File: src/rtl/call_stack_pkg.sv
// Shared types and sizing for the call/return stack sequencer.
package call_stack_pkg;

    localparam int STACK_DEPTH = 32;
    localparam int CAPACITY    = STACK_DEPTH - 1;
    localparam int DEPTH_W     = $clog2(STACK_DEPTH + 1);

    typedef enum logic [1:0] {
        OP_PUSH8 = 2'b00,
        OP_POP8  = 2'b01,
        OP_CALL  = 2'b10,
        OP_RET   = 2'b11
    } op_t;

    typedef enum logic [2:0] {
        IDLE,
        PUSH_LO,
        PUSH_HI,
        POP_HI,
        POP_LO,
        CAP_LO,
        RESP
    } state_t;

    // True when the command fits in (push) or is available from (pop) the stack.
    function automatic logic cmd_ok(input op_t op, input logic [DEPTH_W-1:0] depth);
        logic [DEPTH_W-1:0] cap;
        cap = DEPTH_W'(CAPACITY);
        case (op)
            OP_PUSH8: cmd_ok = (depth <= cap - DEPTH_W'(1));
            OP_CALL:  cmd_ok = (depth <= cap - DEPTH_W'(2));
            OP_POP8:  cmd_ok = (depth >= DEPTH_W'(1));
            default:  cmd_ok = (depth >= DEPTH_W'(2));
        endcase
    endfunction

endpackage

File: src/rtl/call_stack_ctrl.sv
// Turns PUSH8/POP8/CALL/RET commands into single-cycle byte-stack strobes, splitting and rebuilding 16-bit addresses.
// Latency accept->rsp_valid: 2 PUSH8, 3 CALL/POP8, 4 RET, 1 on error; cmd_ready only in IDLE, no response back-pressure.
module call_stack_ctrl
    import call_stack_pkg::*;
(
    input  logic                clk,
    input  logic                rst,
    input  logic                cmd_valid,
    output logic                cmd_ready,
    input  logic [1:0]          cmd_op,
    input  logic [7:0]          cmd_data,
    input  logic [15:0]         cmd_pc,
    output logic                rsp_valid,
    output logic                rsp_err,
    output logic [15:0]         rsp_data,
    output logic [DEPTH_W-1:0]  depth,
    output logic                stk_push,
    output logic                stk_pop,
    output logic [7:0]          stk_din,
    input  logic [7:0]          stk_dout
);

    state_t      state, state_nxt;
    op_t         op_q;
    logic        wide_q;
    logic [15:0] data_buf;
    logic        accept;
    logic        ok;
    op_t         op_in;

    assign op_in  = op_t'(cmd_op);
    assign accept = cmd_valid && (state == IDLE);
    assign ok     = cmd_ok(op_in, depth);

    always_ff @(posedge clk) begin
        if (rst) begin
            state    <= IDLE;
            op_q     <= OP_PUSH8;
            wide_q   <= 1'b0;
            data_buf <= 16'h0000;
            rsp_err  <= 1'b0;
            depth    <= '0;
        end else begin
            state <= state_nxt;
            if (accept) begin
                op_q     <= op_in;
                wide_q   <= cmd_op[1];
                data_buf <= (op_in == OP_PUSH8) ? {8'h00, cmd_data} : cmd_pc;
                rsp_err  <= !ok;
                if (ok) begin
                    case (op_in)
                        OP_PUSH8: depth <= depth + DEPTH_W'(1);
                        OP_CALL:  depth <= depth + DEPTH_W'(2);
                        OP_POP8:  depth <= depth - DEPTH_W'(1);
                        default:  depth <= depth - DEPTH_W'(2);
                    endcase
                end
            end
            // Stack output lags its pop strobe by one cycle.
            if (state == POP_LO) data_buf[15:8] <= stk_dout;
            if (state == CAP_LO) data_buf[7:0]  <= stk_dout;
        end
    end

    always_comb begin
        state_nxt = state;
        cmd_ready = 1'b0;
        rsp_valid = 1'b0;
        stk_push  = 1'b0;
        stk_pop   = 1'b0;
        stk_din   = 8'h00;
        case (state)
            IDLE: begin
                cmd_ready = 1'b1;
                if (accept) begin
                    if (!ok)                   state_nxt = RESP;
                    else if (op_in == OP_POP8) state_nxt = POP_LO;
                    else if (op_in == OP_RET)  state_nxt = POP_HI;
                    else                       state_nxt = PUSH_LO;
                end
            end
            PUSH_LO: begin
                stk_push  = 1'b1;
                stk_din   = data_buf[7:0];
                state_nxt = wide_q ? PUSH_HI : RESP;
            end
            PUSH_HI: begin
                stk_push  = 1'b1;
                stk_din   = data_buf[15:8];
                state_nxt = RESP;
            end
            POP_HI: begin
                stk_pop   = 1'b1;
                state_nxt = POP_LO;
            end
            POP_LO: begin
                stk_pop   = 1'b1;
                state_nxt = CAP_LO;
            end
            CAP_LO:  state_nxt = RESP;
            RESP: begin
                rsp_valid = 1'b1;
                state_nxt = IDLE;
            end
            default: state_nxt = IDLE;
        endcase
    end

    // Only successful POP8/RET carry data; everything else reports zero.
    always_comb begin
        rsp_data = 16'h0000;
        if (!rsp_err && op_q[0])
            rsp_data = wide_q ? data_buf : {8'h00, data_buf[7:0]};
    end

endmodule

File: config.mk
export PLATFORM = sky130hd
export DESIGN_NAME = call_stack_ctrl
export DESIGN_NICKNAME = d
export VERILOG_FILES = /design/src/rtl/call_stack_pkg.sv /design/src/rtl/call_stack_ctrl.sv
export SDC_FILE = /design/constraint.sdc
export NUM_CORES = 1
export LEC_CHECK = 0
export BUFFER_PORTS_ARGS = -buffer_cell sky130_fd_sc_hd__buf_2
export CAP_MARGIN = 25
export CORE_MARGIN = 2
export CORE_UTILIZATION = 48
export DETAILED_ROUTE_END_ITERATION = 6
export PLACE_DENSITY = 0.77
export SETUP_SLACK_MARGIN = 0.4
export SYNTH_ARGS = -nofsm -noshare
export SYNTH_HDL_FRONTEND = slang
export SYNTH_SLANG_ARGS = --single-unit
File: constraint.sdc
create_clock -name clk -period 2.7 [get_ports clk]
set_clock_uncertainty 0.15 [all_clocks]
set_input_delay 0.54 -clock clk [delete_from_list [all_inputs] [get_ports clk]]
set_output_delay 0.54 -clock clk [all_outputs]
set_load 0.005 [all_outputs]
==> Yosys cells after proc, flatten, opt, wreduce, memory -nomap -nowiden <==
Index checks and enable logic that the tools add are counted.
{ "totals": {"ff_bits": 28, "latch_bits": 0, "ram_bits": 0, "rom_bits": 0, "inputBits": 37, "out_inout_bits": 35, "elab_cells": 56, "mem_count": 0} }
{ "op_classes": {"addsub": 4, "n_mul": 0, "n_div": 0, "n_lt_le_gt_ge": 4, "n_eq_ne": 10, "shifts": 0, "n_mux": 19, "bitwise": 0, "n_reduce_logical": 12} }
{ "ops": {"columns": ["op", "n"], "rows": [
  ["2-to-1 mux 16 bit", 4],
  ["one-hot mux 6 bit (3 select lines)", 1],
  ["2-to-1 mux 8 bit", 2],
  ["one-hot mux 8 bit (2 select lines)", 1],
  ["one-hot mux 3 bit (5 select lines)", 1],
  ["<= comparator 6 x 5 -> 1 bit, second input constant", 2],
  ["2-to-1 mux 3 bit", 4],
  ["equality test 3 bit, second input constant", 3],
  ["adder 6 x 1 -> 6 bit, second input constant", 1],
  ["adder 6 x 2 -> 6 bit, second input constant", 1],
  ["equality test 3 x 2 -> 1 bit, second input constant", 2],
  ["greater-or-equal comparator 6 x 1 -> 1 bit, second input constant", 1],
  ["greater-or-equal comparator 6 x 2 -> 1 bit, second input constant", 1],
  ["OR reduction 2 bit", 3],
  ["subtractor 6 x 1 -> 6 bit, second input constant", 1],
  ["subtractor 6 x 2 -> 6 bit, second input constant", 1],
  ["equality test 2 bit, second input constant", 2],
  ["2-to-1 mux 1 bit", 4],
  ["nonzero test 2 bit", 2],
  ["equality test 3 x 1 -> 1 bit, second input constant", 1],
  ["logical NOT 3 bit", 1],
  ["one-hot mux 1 bit (3 select lines)", 1],
  ["equality test 2 x 1 -> 1 bit, second input constant", 1],
  ["logical AND 1 bit", 2],
  ["other kinds (5)", 6]
]} }

==> Depth between registers and ports, before layout <==
Gate-level depths: netlist of run 1.
{ "depth": {"depth_word": 6, "depth_mapped": 8, "mapped_depth_nobuf": 7} }

==> Worst setup path before layout of run 1 <==
No wires, ideal clock.
{ "synth_timing": {"path_type": "input to register", "start": "input cmd_op[0]", "end": "register depth[4]", "setup_ns": 0.121, "arrival_time_ns": 2.125, "required_time_ns": 2.429, "slack_ns": 0.303, "stages": 6, "n_path_buf": 1, "path_cell_list": "buf_2 or4b_4 or4_4 o211ai_4 a2111oi_2 mux2_4"} }
{ "synth_via": {"elab_chain_cells": 3, "elab_cells_between_ends": 6, "classes_between": "eq/ne: 2; mux: 2; reduce/logical: 2"} }
{ "synth_lines": {"columns": ["item", "line_no", "rtl"], "rows": [
  ["start: declaration", "call_stack_ctrl.sv:10", "input logic [1:0] cmd_op,"],
  ["equality test 2 x 1 -> 1 bit (tied with other cells)", "call_stack_pkg.sv:29, call_stack_ctrl.sv:51", null],
  ["one-hot mux 1 bit (3 select lines)", "call_stack_pkg.sv:29", "case (op)"],
  ["AND reduction 2 bit (no line)", null, null],
  ["end signal: assignment", "call_stack_ctrl.sv:52", "OP_PUSH8: depth <= depth + DEPTH_W'(1);"],
  ["end signal: assignment", "call_stack_ctrl.sv:53", "OP_CALL: depth <= depth + DEPTH_W'(2);"],
  ["end signal: assignment", "call_stack_ctrl.sv:54", "OP_POP8: depth <= depth - DEPTH_W'(1);"],
  ["end: declaration", "call_stack_ctrl.sv:16", "output logic [DEPTH_W-1:0] depth,"]
]} }
Parallel ways exist; a longest one is shown, timed or not.
A chain may end at the register's enable or synchronous reset.

==> Worst setup path after layout of run 1 <==
{ "layout_timing": {"start": "register depth[0]", "end": "register depth[4]"} }
{ "layout_via": {"elab_chain_cells": 3, "elab_cells_between_ends": 11, "classes_between": "add/sub: 4; order compare: 4; mux: 2; reduce/logical: 1"} }
{ "layout_lines": {"columns": ["item", "line_no", "rtl"], "rows": [
  ["greater-or-equal comparator 6 x 2 -> 1 bit (tied with other cells)", "call_stack_pkg.sv:33", "default: cmd_ok = (depth >= DEPTH_W'(2));"],
  ["one-hot mux 1 bit (3 select lines)", "call_stack_pkg.sv:29", null],
  ["AND reduction 2 bit (no line)", null, null]
]} }
Parallel ways exist; a longest one is shown, timed or not.

==> results of run 1 <==
[through the flow]
stage	power (mW)	std cells	setup WS (ps)
after detailed placement	1.47	386	178
after floorplan	1.21	270	423
after CTS	1.81	390	436
final	1.82	390	469
after global placement	1.45	386	258
after global routing	1.97	390	385
[per-layer routing]
layer / vias to the layer above / global-route usage, % / routed length [µm]
met1: 1057 / 37.3 / 2720
li1: 1121 / - / -
met3: 6 / 3.49 / 465
met5: - / 0 / 0
met2: 86 / 40.1 / 2920
met4: 0 / 5.34 / 68
[worst max path at each step]
stage          endpoint  slack (ps)      start  depth (start not counted)
6_report       depth[4]         470   depth[0]                          6
5_1_grt        depth[4]         390   depth[0]                          6
2_1_floorplan  depth[4]         420  cmd_op[0]                          6
4_1_cts        depth[4]         440   depth[2]                          7
3_3_place_gp   depth[4]         260  cmd_op[0]                          6
3_5_place_dp   depth[4]         180  cmd_op[0]                          6
[cell usage in the layout, fill, tap and decap left out, types with 2 or more instances in the layout]
master    count
nor3_1        5
ha_1          8
nand2b_1      4
o211ai_1      2
inv_1         5
and2_1       10
nand2_1      31
xnor2_1       6
buf_4        15
mux2i_1       4
a311oi_1      4
a211oi_1      5
nor2_1       33
dfxtp_2       5
a21oi_1      26
o21ai_0       6
clkbuf_8      3
and3_1       11
dfxtp_1      23
buf_2        71
a22oi_1      16
nor2b_1       7
a221oi_1      6
nand3_1       2
[state kept, by name (all words and copies together) (netlist names)]
register  cells
rsp_err       1
data_buf     16
op_q          1
state         3
wide_q        1
depth         6
[what timing repair did]
action,4_1_cts,5_1_grt
setup buffers,0,0
endpoints found under the setup margin,1,15
pin swaps,0,0
endpoints found under the hold margin,0,0
hold buffers,0,0
gates resized for setup,1,6
gates cloned,0,0
[kinds of logic after synthesis]
| group | share of synthesized area [%] |
|---|---|
| adders and majority gates | 4.82 |
| AOI/OAI and AO/OA | 28.7 |
| xor gates and xnor gates | 2.95 |
| and+or+nand+nor | 27.9 |
| DFF | 27.0 |
| buffers and inverters | 6.02 |
| muxes | 2.65 |
[power groups by stage]
| stage | Clock (mW) | Sequential, mW | Combinational (mW) |
|---|---|---|---|
| after CTS | 0.344 | 0.627 | 0.841 |
| after global routing | 0.360 | 0.651 | 0.959 |
| after floorplan | 0 | 0.566 | 0.646 |
| after detailed placement | 0 | 0.635 | 0.836 |
| final | 0.335 | 0.635 | 0.850 |
| after global placement | 0 | 0.631 | 0.824 |
[critical path, stage by stage (launching register included)]
cell	delay (ps)
dfxtp_1	570
ha_1	270
nor2_1	70
and3_1	190
o21a_2	240
a2111oi_4	310
mux2_4	330
[layout make-up]
type                    instances  area share [%]
multi-input cells             216            54.3
clock buffers                   3            1.59
flip-flops and latches         28            21.8
repair buffers                 86            18.0
inverters                       6           0.865
well taps                      50            2.40
clock inverters                 1            1.15
==> flow_metrics.tcl, run 1 <==
set metrics [dict create \
    r2r_setup_slack_ps 470 \
    critical_path_class "reg -> reg" \
    seq_area_um2 567 \
    p_switching_uw 726 \
    peakVddDrop_mv 0.371 \
    clk_latency_ps 280 \
    min_to "op_q[0]" \
    synth_nets 315 \
    clock.fmax_ghz 0.448 \
    power_leakage_nw 1.22 \
    pwr-share-clk_pct 18.4 \
    postRouteAntennaNets 0 \
    yosys-top-cells-area "dfxtp_1, a21oi_1, nor2_1" \
    nFillCells 379 \
    synthFlopType "dfxtp_1" \
    critical_path_required_ps 2730 \
    yosys_warnings 0 \
    hold_start "op_q[0]" \
    drtPass1Iterations 4 \
    netlist_instances 270 \
    core-area_mm2 0.00409 \
    finalSetupViolCount 0 \
    grt_max_degree 32 \
    finalSetupTns_ps 0 \
    netlist.area_leader.share_pct 27.0 \
    syn_to_final_growth_pct 25.3 \
    hold_depth 2 \
    rsz0062_at_grt "true" \
    grt_pass1_vias 2092 \
    first_iter_violations 230 \
    portBuffers 71 \
    hold_viol 0 \
    final_nets 386 \
    min_period_ps 2230 \
    reg2regPathDepth 6 \
    cp-end-kind "flip-flop" \
    track_usage_pct 25.6 \
    cts-root-buf "clkbuf_8" \
    cts_made_buffers 3 \
    wire_per_inst_um 15.8 \
    synth-edff-count 0 \
    netlist.top_cell.by_area "dfxtp_1" \
    ioPinCount 72 \
    rows 23 \
    drt_wl_total_um 6170 \
    pwr-share-seq_pct 34.9 \
    internal_power_mw 1.09 \
    tightest_slew_ps 607 \
    final_util_pct 63.7 \
    holdWs_ps 316 \
    async_flop_share_pct 0 \
    finalCritPeriodShare_pct 82.6 \
    clk_pin_slew_ps 100 \
    placed_cell_area_mm2 0.00252 \
    die_h_um 69.8 \
    crit_path_max_fanout 10 \
    status "complete, no violations" \
    timing.rr.start "depth[0]" \
    worst_setup_path_start_kind "flip-flop" \
    cts_max_level 1 \
    power_density_mw_per_mm2 699 \
    antenna_found_initial 0 \
    place.gp.congestion 0.963 \
    initial_utilization_pct 50.9 \
    p_comb_share_pct 46.7 \
    die-area_mm2 0.00487 \
    worstPathArrival_ps 2260 \
    hold_class "reg -> reg" \
    max_cap_violations 0 \
    drc 0 \
    multiInputGateArea_mm2 0.00141 \
    synthTopCellsByCount "nor2_1, nand2_1, dfxtp_1" \
    clock-sinks 28 \
    slew_viol_final 0 \
    die_w_um 69.8 \
    cts_tree "built" \
    vias 2270 \
    synthMostInstantiatedCell "nor2_1" \
    clk_path_buf_depth 2 \
    switching_share_pct 39.9 \
    grt.overflow.total 0 \
    synthesis.area_mm2 0.00208 \
    hpwlAfterDp_um 4560 \
    slew_headroom_pct 59.4 \
    ys_seq_area_share_pct 27.0 \
    antennaDiodeCount 0 \
    layout-drive-gt1-share_pct 31.5 \
    synth-seq-cells 28 \
    syn_area_per_cell_um2 7.70 \
    worst_r2r_endpoint "depth[4]" \
    vias_per_cell 5.82 \
    final_area_mm2 0.00260 \
    ys_types 53 \
    grt_pass1_wl_um 10400 \
]
(Power assumes the default switching activity.)
==> run 2, diff against run 1 <==
--- a/config.mk
+++ b/config.mk
@@ -8,7 +8,7 @@
 export BUFFER_PORTS_ARGS = -buffer_cell sky130_fd_sc_hd__buf_2
 export CAP_MARGIN = 25
 export CORE_MARGIN = 2
-export CORE_UTILIZATION = 48
+export CORE_UTILIZATION = 46
 export DETAILED_ROUTE_END_ITERATION = 6
 export PLACE_DENSITY = 0.77
 export SETUP_SLACK_MARGIN = 0.4
==> constraint.sdc (replaced) <==
create_clock -name clk -period 2 [get_ports clk]
set_clock_uncertainty 0.15 [all_clocks]
set_input_delay 0.4 -clock clk [delete_from_list [all_inputs] [get_ports clk]]
set_output_delay 0.4 -clock clk [all_outputs]
set_load 0.005 [all_outputs]
==> flow_metrics.tcl, run 2 (synthesis results as in run 1) <==
set metrics [dict create \
    status "finished with violations" \
    violations "setup timing" \
    final_nets 446 \
    ioPinCount 72 \
    crit_buf_inv 4 \
    rows 24 \
    crit_path_cell_trace "buf_6 > buf_8 > nor2b_4 > buf_6 > a22oi_2 > nor2_1 > buf_2" \
    antenna_found_initial 0 \
    die_w_um 71.2 \
    reg_top3 "data_buf x16, depth x6, state x3" \
    clk_path_buf_depth 2 \
    finalCritPeriodShare_pct 108 \
    hold_viol 0 \
    dpl_worst_slack_ps -236 \
    finalSetupViolCount 16 \
    postRouteAntennaNets 0 \
    die_h_um 71.2 \
    grt_pass1_vias 2767 \
    regMostFlops "data_buf" \
    placed_cell_area_mm2 0.00279 \
    grt_max_degree 32 \
    cts_tree "built" \
    critical_path_class "reg -> out" \
    largest_reg_flops 16 \
    crit_path_max_fanout 5 \
    core-area_mm2 0.00435 \
    slew_headroom_pct 58.1 \
    worstPathArrival_ps 1610 \
    first_iter_violations 263 \
    cts_max_level 1 \
    drc 0 \
    clk_pin_slew_ps 110 \
    vias_per_cell 6.18 \
    power_leakage_nw 1.63 \
    place.gp.congestion 0.913 \
    holdWs_ps 222 \
    final_area_mm2 0.00365 \
    antennaDiodeCount 0 \
    tightest_slew_ps 629 \
    clock-sinks 28 \
    cpPeakStageDelay_ps 360 \
    cp-end-kind "output pin" \
    setup_slack_ps -161 \
    layout_common_cells "buf_2, buf_4, buf_6" \
    hpwlAfterDp_um 5210 \
    cts_hold_buf 0 \
    layout-drive-gt1-share_pct 60.0 \
    drt_wl_total_um 9690 \
    critical-path-top-delay-family "buffers and inverters" \
    vias 2794 \
    power_density_mw_per_mm2 951 \
    final_common_cell "buf_2" \
    clk_latency_ps 280 \
    track_usage_pct 33.1 \
    initial_utilization_pct 47.7 \
    worst_setup_path_start_kind "flip-flop" \
    drtPass1Iterations 5 \
    slew_viol_final 0 \
    timing.critical_path.slowest_stage_cell "dfxtp_4" \
    hold_class "in -> reg" \
    cts_made_buffers 3 \
    min_period_ps 2160 \
    wire_per_inst_um 21.4 \
    critical_path_required_ps 1450 \
    clock.fmax_ghz 0.463 \
    die-area_mm2 0.00507 \
    syn_to_final_growth_pct 75.6 \
    portBuffers 71 \
    rsz0062_at_grt "true" \
    cpMostUsedCell "buf_6" \
    cts-root-buf "clkbuf_8" \
    peakVddDrop_mv 0.584 \
    max_cap_violations 0 \
    grt.overflow.total 0 \
    grt_pass1_wl_um 13200 \
]
run 2: final cells by class:
cell class / instances / area, µm²
timing repair buffer: 146 / 1150
multi-input combinational: 216 / 1760
sequential: 28 / 582
fill: 244 / 704
clock buffer: 4 / 66.3
inverter: 6 / 25.0
tap: 52 / 65.1
run 2: timing repair:
action / in CTS / in global routing
endpoints found under the setup margin: 54 / 57
buffers inserted: 15 / 10
resized for setup: 110 / 37
pin swaps: 34 / 14
cloned: 2 / 0
run 2: final timing paths:
kind | from | end | slack, ps | cells after the start
hold reg to reg | op_q[0] | op_q[0] | 330 | 2
setup / recovery | state[1] | stk_din[1] | -160 | 7
setup reg to reg | depth[5] | depth[4] | -140 | 5
hold / removal | stk_dout[0] | data_buf[8] | 220 | 3
run 2: stage by stage:
step	instances	total power [mW]	setup TNS (ps)	utilization [%]
finish	452	3.47	-1230	83.8
global route	452	3.62	-1880	83.8
CTS	442	3.09	-270	78.6
detailed placement	421	2.23	-1500	64.1
global placement	421	2.18	-856	64.1
floorplan	270	1.67	-154	-
run 2: worst reg2reg max path, cell delays in order (launching register included):
cell	delay (ps)
dfxtp_4	360
or4b_4	560
or4_4	470
o211ai_4	140
a2111oi_4	60
mux2_4	310
run 2: layer usage:
metal | track usage [%] | vias up | wire length (µm)
met2 | 60.4 | 177 | 5050
met1 | 37.1 | 1309 | 3400
met3 | 5.06 | 64 | 607
li1 | - | 1244 | -
met5 | 0 | - | 0
met4 | 16.6 | 0 | 623
run 2: report_power, final:
part | leakage [nW] | total (mW) | switching [mW] | internal [mW]
clock | 0.0339 | 0.422 | 0.203 | 0.219
sequential | 0.234 | 0.839 | 0.152 | 0.686
combinational | 1.36 | 2.21 | 1.08 | 1.13
total | 1.63 | 3.47 | 1.43 | 2.04
==> run 3, diff against run 2 <==
--- a/config.mk
+++ b/config.mk
@@ -6,11 +6,13 @@
 export NUM_CORES = 1
 export LEC_CHECK = 0
 export BUFFER_PORTS_ARGS = -buffer_cell sky130_fd_sc_hd__buf_2
-export CAP_MARGIN = 25
+export CAP_MARGIN = 20
+export CELL_PAD_IN_SITES_DETAIL_PLACEMENT = 0
+export CELL_PAD_IN_SITES_GLOBAL_PLACEMENT = 2
 export CORE_MARGIN = 2
-export CORE_UTILIZATION = 46
+export CORE_UTILIZATION = 25
 export DETAILED_ROUTE_END_ITERATION = 6
-export PLACE_DENSITY = 0.77
+export PLACE_DENSITY_LB_ADDON = 0.1
 export SETUP_SLACK_MARGIN = 0.4
 export SYNTH_ARGS = -nofsm -noshare
 export SYNTH_HDL_FRONTEND = slang
==> flow_metrics.tcl, run 3 (synthesis results as in run 1) <==
set metrics [dict create \
    layout_common_cells "buf_2, buf_4, buf_6" \
    worstPathArrival_ps 2140 \
    finalCritPeriodShare_pct 105 \
    final_common_cell "buf_2" \
    placed_cell_area_mm2 0.00285 \
    cts_made_buffers 3 \
    rsz0062_at_grt "true" \
    violations "setup timing" \
    clk_path_buf_depth 2 \
    final_area_mm2 0.00370 \
    clock-sinks 28 \
    cts-root-buf "clkbuf_8" \
    antenna_found_initial 0 \
    nFillCells 861 \
    postRouteAntennaNets 0 \
    hold_start "stk_dout[3]" \
    layout-drive-gt1-share_pct 60.3 \
    clk_latency_ps 280 \
    cts_max_level 1 \
    die-area_mm2 0.00906 \
    tightest_slew_ps 441 \
    cp-end-kind "flip-flop" \
    critical_path_class "reg -> reg" \
    die_h_um 95.2 \
    slew_viol_final 0 \
    drc 0 \
    crit_path_max_fanout 4 \
    worst_setup_path_start_kind "flip-flop" \
    initial_utilization_pct 25.5 \
    grt.overflow.total 0 \
    power_density_mw_per_mm2 889 \
    peakVddDrop_mv 0.313 \
    place.gp.congestion 0.770 \
    critical_path_required_ps 2030 \
    syn_to_final_growth_pct 78.2 \
    ioPinCount 72 \
    hold_class "in -> reg" \
    drtPass1Iterations 4 \
    die_w_um 95.2 \
    startpoint "depth[5]" \
    max_cap_violations 0 \
    vias 2481 \
    track_usage_pct 18.0 \
    grt_pass1_vias 2376 \
    setup_slack_ps -109 \
    hpwlAfterDp_um 5800 \
    first_iter_violations 47 \
    finalSetupTns_ps -265 \
    grt_max_degree 22 \
    vias_per_cell 4.96 \
    antennaDiodeCount 0 \
    wire_per_inst_um 16.2 \
    timing.rr.start "depth[5]" \
    reg_top3 "data_buf x16, depth x6, state x3" \
    hold_viol 0 \
    cts_tree "built" \
    finalSetupViolCount 8 \
    largest_reg_flops 16 \
    p_total_mw 3.29 \
    clk_pin_slew_ps 110 \
    drt_wl_total_um 8120 \
    slew_headroom_pct 70.6 \
    portBuffers 71 \
    rows 33 \
    final_util_pct 45.5 \
    clock.fmax_ghz 0.474 \
    status "finished with violations" \
    core-area_mm2 0.00813 \
    regMostFlops "data_buf" \
    power_leakage_nw 1.59 \
    final_nets 441 \
    min_period_ps 2110 \
    grt_pass1_wl_um 12500 \
]
-- run 3: metrics by stage --
stage | setup slack [ps] | cells | hold slack (ps)
floorplan | -130 | 270 | 282
global placement | -193 | 473 | 291
detailed placement | -198 | 473 | 293
CTS | -104 | 498 | 209
global route | -163 | 500 | 207
finish | -109 | 500 | 214
-- run 3: cell type report --
class	count	area [µm²]	share of cell area, %
Timing Repair Buffer	141	1100	29.7
Tap cell	105	131	3.55
Multi-Input combinational cell	216	1790	48.4
Sequential cell	28	587	15.8
Clock buffer	4	66.3	1.79
Inverter	6	25.0	0.676
-- run 3: worst paths after layout --
| check | slack, ps | depth (start not counted) | endpoint |
|---|---|---|---|
| setup / recovery | -110 | 5 | depth[4] |
| setup reg to reg | -110 | 5 | depth[4] |
| hold / removal | 210 | 3 | data_buf[3] |
| hold reg to reg | 310 | 2 | op_q[0] |
-- run 3: where the power goes --
part	switching [mW]	internal (mW)
Clock	0.198	0.218
Combinational	0.971	1.09
Sequential	0.129	0.689
-- run 3: metal layers --
metal | share of wire [%] | vias to the layer above | wire, µm | GRT usage [%]
li1 | - | 1236 | - | -
met1 | 41 | 1187 | 3370 | 21.4
met2 | 54 | 54 | 4390 | 34.6
met3 | 3.7 | 4 | 298 | 1.82
met4 | 0.81 | 0 | 66 | 3.74
met5 | 0 | - | 0 | 0
-- run 3: repair_timing --
action / CTS / global route
buffers inserted: 18 / 2
resized for setup: 115 / 39
endpoints found under the hold margin: 0 / 0
gates cloned: 3 / 0
pin swaps: 47 / 10
endpoints found under the setup margin: 52 / 56
hold buffers: 0 / 0
-- run 3: worst max-delay path: stages, from the launching register on --
cell	delay (ps)
dfxtp_4	360
or4b_4	540
or4_4	460
o211ai_4	130
a2111oi_4	60
mux2_4	310
